`config.mk`:
```
export PLATFORM = sky130hd
export DESIGN_NAME = photo_scan_array
export DESIGN_NICKNAME = d
export VERILOG_FILES = /design/src/rtl/photo_scan_array.sv
export SDC_FILE = /design/constraint.sdc
export NUM_CORES = 1
export LEC_CHECK = 0
export ABC_AREA = 1
export ABC_CLOCK_PERIOD_IN_PS = 2420
export BUFFER_PORTS_ARGS = -buffer_cell sky130_fd_sc_hd__buf_2
export CAP_MARGIN = 20
export CORE_AREA = 2 2 99 101
export DETAILED_ROUTE_END_ITERATION = 16
export DIE_AREA = 0 0 101 103
export GPL_ROUTABILITY_DRIVEN = 1
export PLACE_DENSITY = 0.76
export RECOVER_POWER = 25
export SLEW_MARGIN = 10
export SYNTH_ARGS = -nofsm -noshare
export SYNTH_HDL_FRONTEND = slang
export SYNTH_SLANG_ARGS = --single-unit
```
`constraint.sdc`:
```
create_clock -name CLK100MHZ -period 2.42 [get_ports CLK100MHZ]
set_input_delay 0.121 -clock CLK100MHZ [delete_from_list [all_inputs] [get_ports CLK100MHZ]]
set_output_delay 0.121 -clock CLK100MHZ [all_outputs]
set_load 0.01 [all_outputs]
```
`src/rtl/photo_scan_array.sv`:
```
// Phototransistor scan array: sequences an analog mux across NUM_CH channels,
// captures each settled ADC reading, and publishes the darkest channel per frame.
module photo_scan_array #(
    parameter int unsigned NUM_CH  = 8,
    parameter int unsigned DATA_W  = 8,
    parameter int unsigned CLK_DIV = 500000,
    parameter int unsigned SETTLE  = 4,
    parameter int unsigned THRESH  = 120,
    parameter int unsigned HYST    = 8
) (
    input  logic                         CLK100MHZ,
    input  logic                         reset,
    input  logic                         enable,
    input  logic [DATA_W-1:0]            adc_data,
    output logic [$clog2(NUM_CH)-1:0]    mux_addr,
    output logic [$clog2(NUM_CH)-1:0]    min_addr,
    output logic [DATA_W-1:0]            min_val,
    output logic                         move_goalie,
    output logic [31:0]                  output_goalie,
    output logic                         result_valid,
    input  logic                         result_ready,
    output logic                         overrun
);

    localparam int unsigned AW = $clog2(NUM_CH);
    localparam int unsigned CW = $clog2(CLK_DIV);
    localparam int unsigned SW = $clog2(SETTLE + 1);

    localparam logic [AW-1:0]     LAST_CH  = AW'(NUM_CH - 1);
    localparam logic [CW-1:0]     TICK_MAX = CW'(CLK_DIV - 1);
    localparam logic [SW-1:0]     SET_LAST = SW'(SETTLE - 1);
    localparam logic [DATA_W-1:0] SET_LVL  = DATA_W'(THRESH);
    localparam logic [DATA_W-1:0] REL_LVL  = DATA_W'(THRESH + HYST);

    typedef enum logic [1:0] {
        S_IDLE    = 2'd0,
        S_SETTLE  = 2'd1,
        S_CAPTURE = 2'd2,
        S_NEXT    = 2'd3
    } state_t;

    state_t              state;
    state_t              state_next;
    logic [CW-1:0]       tick_cnt;
    logic [SW-1:0]       settle_cnt;
    logic [DATA_W-1:0]   sample [NUM_CH];
    logic [AW-1:0]       run_min_addr;

    logic                tick;
    logic                publish;
    logic [DATA_W-1:0]   pub_val;
    logic                goalie_next;

    // Tick counter only advances while waiting for the mux to settle
    assign tick    = (state == S_SETTLE) && (tick_cnt == TICK_MAX);
    assign publish = enable && (state == S_NEXT) && (mux_addr == LAST_CH);

    // The running minimum is held as an index into this frame's samples
    assign pub_val = sample[run_min_addr];

    always_comb begin
        goalie_next = move_goalie;
        if (pub_val < SET_LVL) begin
            goalie_next = 1'b1;
        end else if (pub_val >= REL_LVL) begin
            goalie_next = 1'b0;
        end
    end

    // State register
    always_ff @(posedge CLK100MHZ) begin
        if (reset) begin
            state <= S_IDLE;
        end else begin
            state <= state_next;
        end
    end

    // Next-state logic; dropping enable always abandons the frame
    always_comb begin
        state_next = state;
        case (state)
            S_IDLE: begin
                state_next = S_SETTLE;
            end
            S_SETTLE: begin
                if (tick && (settle_cnt == SET_LAST)) begin
                    state_next = S_CAPTURE;
                end
            end
            S_CAPTURE: begin
                state_next = S_NEXT;
            end
            S_NEXT: begin
                state_next = S_SETTLE;
            end
            default: begin
                state_next = S_IDLE;
            end
        endcase
        if (!enable) begin
            state_next = S_IDLE;
        end
    end

    // Scan timing: tick divider, settle counter and mux address
    always_ff @(posedge CLK100MHZ) begin
        if (reset) begin
            tick_cnt   <= '0;
            settle_cnt <= '0;
            mux_addr   <= '0;
        end else if (!enable || (state == S_IDLE)) begin
            tick_cnt   <= '0;
            settle_cnt <= '0;
            mux_addr   <= '0;
        end else begin
            if (state == S_SETTLE) begin
                tick_cnt <= tick ? '0 : tick_cnt + CW'(1);
            end else begin
                tick_cnt <= '0;
            end

            if (state == S_NEXT) begin
                settle_cnt <= '0;
            end else if (tick) begin
                settle_cnt <= settle_cnt + SW'(1);
            end

            if (state == S_NEXT) begin
                mux_addr <= (mux_addr == LAST_CH) ? '0 : mux_addr + AW'(1);
            end
        end
    end

    // Sample capture and running-minimum tracking
    always_ff @(posedge CLK100MHZ) begin
        if (reset) begin
            for (int i = 0; i < NUM_CH; i++) begin
                sample[i] <= '0;
            end
            run_min_addr <= '0;
        end else if (enable && (state == S_CAPTURE)) begin
            sample[mux_addr] <= adc_data;
            // Strict compare so ties keep the lower channel
            if ((mux_addr == '0) || (adc_data < sample[run_min_addr])) begin
                run_min_addr <= mux_addr;
            end
        end
    end

    // Published result with valid/ready handshake and sticky overrun
    always_ff @(posedge CLK100MHZ) begin
        if (reset) begin
            min_addr      <= '0;
            min_val       <= '0;
            move_goalie   <= 1'b0;
            output_goalie <= '0;
            result_valid  <= 1'b0;
            overrun       <= 1'b0;
        end else if (publish) begin
            min_addr      <= run_min_addr;
            min_val       <= pub_val;
            move_goalie   <= goalie_next;
            output_goalie <= 32'({run_min_addr, goalie_next});
            result_valid  <= 1'b1;
            if (result_valid && !result_ready) begin
                overrun <= 1'b1;
            end
        end else if (result_valid && result_ready) begin
            result_valid <= 1'b0;
        end
    end

endmodule

```
==> flow_metrics.env, run 1 <==
export IMPL_clock_latency_ps=370
export IMPL_path_cells="buf_12 -> o21ai_1 -> o22ai_1 -> mux2i_2 -> ha_1 -> a21oi_2 -> nor2_1 -> a211oi_2 -> nand2_1 -> nand2_2 -> nand3_1 -> nand2_1 -> nor2_1"
export IMPL_place_gp_congestion=0.993
export IMPL_cts_made_buffers=9
export IMPL_ys_types=44
export IMPL_syn_inst=587
export IMPL_layout_cells_non_filler=754
export IMPL_cts_sinks=111
export IMPL_netlist_area_leader_share_pct=36.0
export IMPL_area_delta_synth_final_pct=8.94
export IMPL_async_flop_share_pct=0
export IMPL_ir_worst_vdd_mv=0.332
export IMPL_ys_top_cells_by_area="edfxtp_1 36%, dfxtp_1 18%, nor2_1 8.8%"
export IMPL_pre_cts_slack_ps=-6.27
export IMPL_power_density_mw_per_mm2=587
export IMPL_hold_viol_final=0
export IMPL_critPathKind="flip-flop to flip-flop"
export IMPL_via_count=4018
export IMPL_wl_met3_microns=794
export IMPL_layout_commonest_cell="nor2_1"
export IMPL_portBuffers=32
export IMPL_die_y_microns=103
export IMPL_nFillCells=798
export IMPL_clk_root_buffer_cell="clkbuf_8"
export IMPL_synth_edf_count=64
export IMPL_wl_met2_mm=5.66
export IMPL_cap_violations=0
export IMPL_grt_pass1_vias=3783
export IMPL_drc=0
export IMPL_m1WireLength_mm=4.63
export IMPL_antennaDiodeCount=0
export IMPL_slew_violations=0
export IMPL_via_per_inst=5.33
export IMPL_drive_gt1_share_pct=12.0
export IMPL_finalSetupViolCount=0
export IMPL_grt_max_degree=33
export IMPL_cp_slowest_cell="dfxtp_4"
export IMPL_first_iter_violations=252
export IMPL_grt_use_total_pct=22.5
export IMPL_hold_path_class="input pin to flip-flop"
export IMPL_synth_area_sq_mm=0.00535
export IMPL_num_nets_final=664
export IMPL_fmax_mhz=442
export IMPL_synth_top_flop_cell="edfxtp_1"
export IMPL_rows=36
export IMPL_rsz0062_at_grt="false"
export IMPL_critPathMaxStageDelay_ps=390
export IMPL_wirelength_mm=11.5
export IMPL_clkSlewWorstSetupHoldPaths_ps=100
export IMPL_fin_crit_sh_pct=93.5
export IMPL_htreeDepth=3
export IMPL_finalClockSkew_ps=12.8
export IMPL_cts_tree="built"
export IMPL_post_route_util_pct=61.6
export IMPL_first_pass_iters=5
export IMPL_finalCriticalPeriod_ps=2260
export IMPL_pin_count=61
export IMPL_top_layer_used="met4"
export IMPL_p_leak_nw=2.40
export IMPL_yosysWarningCount=0
export IMPL_status="completed"
export IMPL_post_dp_hpwl_mm=8.29
export IMPL_core_area_sq_mm=0.00946
export IMPL_finalWorstSetupSlack_ps=158
export IMPL_die_w_microns=101
export IMPL_grt_pass1_wl_mm=17.9
export IMPL_die_area_sq_mm=0.0104
export IMPL_worstPathMaxFanout=16
export IMPL_initial_core_util_pct=56.5
export IMPL_grt_overflow=0
export IMPL_crit_path_start_kind="flip-flop"
export IMPL_synth_top_cell_by_area="edfxtp_1"
export IMPL_dp_cells=731
export IMPL_syn_area_per_cell_sq_um=9.11
export IMPL_final_cell_mix="127 x nor2_1, 72 x nand2_1, 64 x edfxtp_1"
export IMPL_endpoint_kind="flip-flop"
export IMPL_clockBufferDepth=2
export IMPL_synth_seq_cells=111
export IMPL_ys_seq_area_share_pct=53.6
export IMPL_whs_ps=98.8
export IMPL_arrival_ps=2520
export IMPL_critPathRequiredTime_ps=2680
export IMPL_wl_per_cell_microns=15.2
export IMPL_antenna_found_initial=0
export IMPL_ant_nets=0
-- sequential cells by signal, summed over array words and instances (netlist names), named ones only --
name,cells
min_addr,3
settle_cnt,3
sample,64
min_val,8
mux_addr,3
result_valid,1
run_min_addr,3
output_goalie,1
overrun,1
tick_cnt,19
state,2
-- repair_timing --
| action | CTS | global route |
|---|---|---|
| endpoints found under the setup margin | 6 | 6 |
| pin swaps | 0 | 3 |
| endpoints found under the hold margin | 3 | 0 |
| hold buffers | 2 | 0 |
| resized for setup | 0 | 21 |
| buffers inserted | 1 | 3 |
| cloned | 0 | 1 |
-- per-layer routing --
| metal | vias up | track usage [%] |
|---|---|---|
| met4 | 0 | 9.88 |
| met1 | 1856 | 27.6 |
| li1 | 1979 | - |
| met2 | 152 | 38.9 |
| met5 | - | 0 |
| met3 | 31 | 4.20 |
-- logic make-up after synthesis --
group | Yosys count | synth area share, %
and+or+nand+nor | 251 | 20.6
DFF | 111 | 53.6
buffers and inverters | 105 | 10.5
AOI/OAI and AO/OA | 92 | 9.41
adders and majority gates | 17 | 3.98
xor gates and xnor gates | 7 | 1.15
muxes | 3 | 0.702
other | 1 | 0.0702
-- metrics by stage --
step           total power, mW  setup TNS, ps  cell area (sq um)
6_report                  3.42              0               5820
5_1_grt                   3.54              0               5820
4_1_cts                   3.42              0               5780
3_5_place_dp              2.33          -25.2               5560
3_3_place_gp              2.32              0               5560
2_1_floorplan             2.28              0               5450
-- layout make-up --
class                      count  area (sq um)  share of cell area [%]
sequential                   111          2870                    49.2
multi-input combinational    398          2050                    35.2
timing repair buffer          57           345                    5.93
inverter                      58           224                    3.85
tap                          114           143                    2.45
clock buffer                  10           128                    2.19
clock inverter                 6          68.8                    1.18
-- synth_stat cells (all sizes together), types with 3 or more instances --
master / n
nor4: 7
a21oi: 30
nor2: 136
nor3: 5
clkbuf: 4
nand4: 3
inv: 56
ha: 17
edfxtp: 64
nand3: 21
buf: 43
dfxtp: 47
mux2i: 3
nor3b: 3
xor2: 6
o21ai: 44
o22ai: 12
nand2: 75
-- report_power, final --
| group | switching [mW] | internal (mW) | total, mW |
|---|---|---|---|
| registers | 0.0193 | 2.03 | 2.05 |
| logic | 0.179 | 0.0825 | 0.261 |
| clock network | 0.618 | 0.488 | 1.11 |
-- final timing paths --
path                                     from            end  slack (ps)  depth (start not counted)
worst max-delay path                flip-flop      flip-flop         160                         13
worst min-delay path                   enable       state[1]         100                          5
worst max register to register      flip-flop      flip-flop         160                         13
worst min register to register  settle_cnt[2]  settle_cnt[2]         480                          2
-- critical path, delay by kind of cell (launching register included) --
kind | cells | cell delay [ps]
AO/OA/AOI/OAI | 4 | 610
adder cells (fa/ha/maj) | 1 | 300
buffers and inverters | 1 | 150
flip-flops | 1 | 390
multiplexers | 1 | 230
AND/OR/NAND/NOR | 6 | 470
No activity file was read; power rests on OpenSTA's default activity.
==> run 2, diff against run 1 <==
--- a/config.mk
+++ b/config.mk
@@ -9,11 +9,12 @@
 export ABC_CLOCK_PERIOD_IN_PS = 2420
 export BUFFER_PORTS_ARGS = -buffer_cell sky130_fd_sc_hd__buf_2
 export CAP_MARGIN = 20
-export CORE_AREA = 2 2 99 101
+export CORE_AREA = 2 2 98 100
+export CTS_BUF_LIST = sky130_fd_sc_hd__clkbuf_4 sky130_fd_sc_hd__clkbuf_8
 export DETAILED_ROUTE_END_ITERATION = 16
-export DIE_AREA = 0 0 101 103
+export DIE_AREA = 0 0 100 102
 export GPL_ROUTABILITY_DRIVEN = 1
-export PLACE_DENSITY = 0.76
+export PLACE_DENSITY = 0.77
 export RECOVER_POWER = 25
 export SLEW_MARGIN = 10
 export SYNTH_ARGS = -nofsm -noshare
==> flow_metrics.env, run 2 (synthesis gave the netlist of run 1 again) <==
export IMPL_status="completed"
export IMPL_place_gp_congestion=1.00
export IMPL_final_cell_mix="126 x nor2_1, 73 x nand2_1, 64 x edfxtp_1"
export IMPL_ir_worst_vdd_mv=0.310
export IMPL_post_route_util_pct=63.7
export IMPL_largestRegisters="sample (64), tick_cnt (19), min_val (8)"
export IMPL_post_dp_hpwl_mm=8.45
export IMPL_initial_core_util_pct=58.7
export IMPL_cts_tree="built"
export IMPL_wl_per_cell_microns=15.5
export IMPL_hold_viol_final=0
export IMPL_slew_headroom_pct=51.3
export IMPL_critPathRequiredTime_ps=2690
export IMPL_antenna_found_initial=0
export IMPL_first_pass_iters=5
export IMPL_via_per_inst=5.44
export IMPL_first_iter_violations=327
export IMPL_finalSetupViolCount=0
export IMPL_slew_violations=0
export IMPL_endpoint_kind="flip-flop"
export IMPL_path_cells="buf_12 -> nor2_1 -> o22ai_1 -> mux2i_2 -> ha_1 -> a21oi_1 -> nor2_1 -> a211oi_2 -> nand2_1 -> nand2_2 -> nand3_1 -> nand2_1 -> nor2_2"
export IMPL_rows=35
export IMPL_cp_slowest_cell="dfxtp_4"
export IMPL_cts_sinks=111
export IMPL_fin_crit_sh_pct=94.5
export IMPL_portBuffers=32
export IMPL_grt_pass1_vias=3933
export IMPL_power_share_clock_pct=31.2
export IMPL_p_switching_mw=0.843
export IMPL_tightest_slew_ps=730
export IMPL_pin_count=61
export IMPL_die_w_microns=100
export IMPL_grt_overflow=0
export IMPL_area_delta_synth_final_pct=8.57
export IMPL_ant_nets=0
export IMPL_cap_violations=0
export IMPL_core_area_sq_mm=0.00911
export IMPL_finalCriticalPeriod_ps=2290
export IMPL_rsz0062_at_grt="false"
export IMPL_p_sw_share_pct=25.1
export IMPL_p_leak_nw=2.39
export IMPL_rrSetupSlack_ps=130
export IMPL_wirelength_mm=11.6
export IMPL_htreeDepth=3
export IMPL_hold_path_class="input pin to flip-flop"
export IMPL_worstPathMaxFanout=16
export IMPL_num_nets_final=665
export IMPL_clkSlewWorstSetupHoldPaths_ps=110
export IMPL_die_y_microns=102
export IMPL_dp_cells=730
export IMPL_crit_family="simple AND/OR/NAND/NOR gates"
export IMPL_nFillCells=757
export IMPL_reg2regPathDepth=13
export IMPL_clockBufferDepth=2
export IMPL_critical_path_buf_inv_count=1
export IMPL_drive_gt1_share_pct=12.2
export IMPL_top_register="sample"
export IMPL_die_area_sq_mm=0.0102
export IMPL_layout_cells_non_filler=752
export IMPL_largest_register_ffs=64
export IMPL_setup_tns_ps=0
export IMPL_fmax_mhz=437
export IMPL_grt_max_degree=33
export IMPL_clk_root_buffer_cell="clkbuf_8"
export IMPL_grt_pass1_wl_mm=18.5
export IMPL_critPathMaxStageDelay_ps=400
export IMPL_finalClockSkew_ps=16.0
export IMPL_clock_latency_ps=370
export IMPL_arrival_ps=2560
export IMPL_path_depth=13
export IMPL_critPathKind="flip-flop to flip-flop"
export IMPL_grt_use_total_pct=23.8
export IMPL_p_int_mw=2.52
export IMPL_drc=0
export IMPL_power_density_mw_per_mm2=579
export IMPL_cts_made_buffers=9
export IMPL_antennaDiodeCount=0
export IMPL_combPwrFrac_pct=7.7
export IMPL_crit_path_start_kind="flip-flop"
export IMPL_via_count=4090
export IMPL_p_seq_share_pct=61.1
export IMPL_layout_commonest_cell="nor2_1"
run 2: changes by cell type in the layout (fill, tap and decap cells not counted), sizes merged:
cell      change
inv           +1
clkinv        -2
bufinv        -1
buf           +2
clkinvlp      +2
clkbuf        -1
run 2: worst min-delay path by stage:
stage                  from            to  cells past startpoint
2_1_floorplan         reset    min_val[7]                      1
3_3_place_gp          reset  result_valid                      2
3_5_place_dp          reset    min_val[7]                      2
4_1_cts        result_ready       overrun                      4
5_1_grt        result_ready       overrun                      4
6_report       result_ready       overrun                      4
run 2: metrics by stage:
| stage | area, sq um | hold slack (ps) | setup WS (ps) | power [mW] |
|---|---|---|---|---|
| 2_1_floorplan | 5450 | 190 | 206 | 2.28 |
| 3_3_place_gp | 5570 | 352 | 122 | 2.33 |
| 3_5_place_dp | 5570 | 358 | 26.8 | 2.33 |
| 4_1_cts | 5770 | 83.2 | 15.3 | 3.36 |
| 5_1_grt | 5800 | 103 | 0.587 | 3.48 |
| 6_report | 5800 | 92.0 | 134 | 3.36 |
run 2: worst min-delay path, cell delays in order:
cell and delay [ps]:
buf_2 90, inv_1 60, a31oi_1 80, nor2_1 80
run 2: cell type report:
| class | count | area, sq um | share of cell area, % |
|---|---|---|---|
| tap | 111 | 139 | 2.39 |
| clock inverter | 6 | 51.3 | 0.884 |
| inverter | 58 | 228 | 3.92 |
| timing repair buffer | 58 | 365 | 6.30 |
| clock buffer | 10 | 131 | 2.26 |
| multi-input combinational | 398 | 2020 | 34.8 |
| sequential | 111 | 2870 | 49.4 |
run 2: what timing repair did:
| item | 4_1_cts | 5_1_grt |
|---|---|---|
| setup endpoints to repair | 0 | 6 |
| hold buffers | 2 | 0 |
| resized for setup | 0 | 16 |
| setup buffers | 0 | 3 |
| hold endpoints to repair | 3 | 0 |
run 2: metal layers:
layer	wire (microns)	GRT usage, %
met2	5500	39.2
met4	453	11.9
met3	951	4.92
met5	0	0
met1	4730	30.1
run 2: power by group through the flow:
stage          combinational (mW)  clock [mW]  sequential, mW
2_1_floorplan               0.196           0            2.08
3_3_place_gp                0.230           0            2.09
3_5_place_dp                0.237           0            2.10
4_1_cts                     0.239        1.07            2.05
5_1_grt                     0.290        1.14            2.06
6_report                    0.259        1.05            2.05
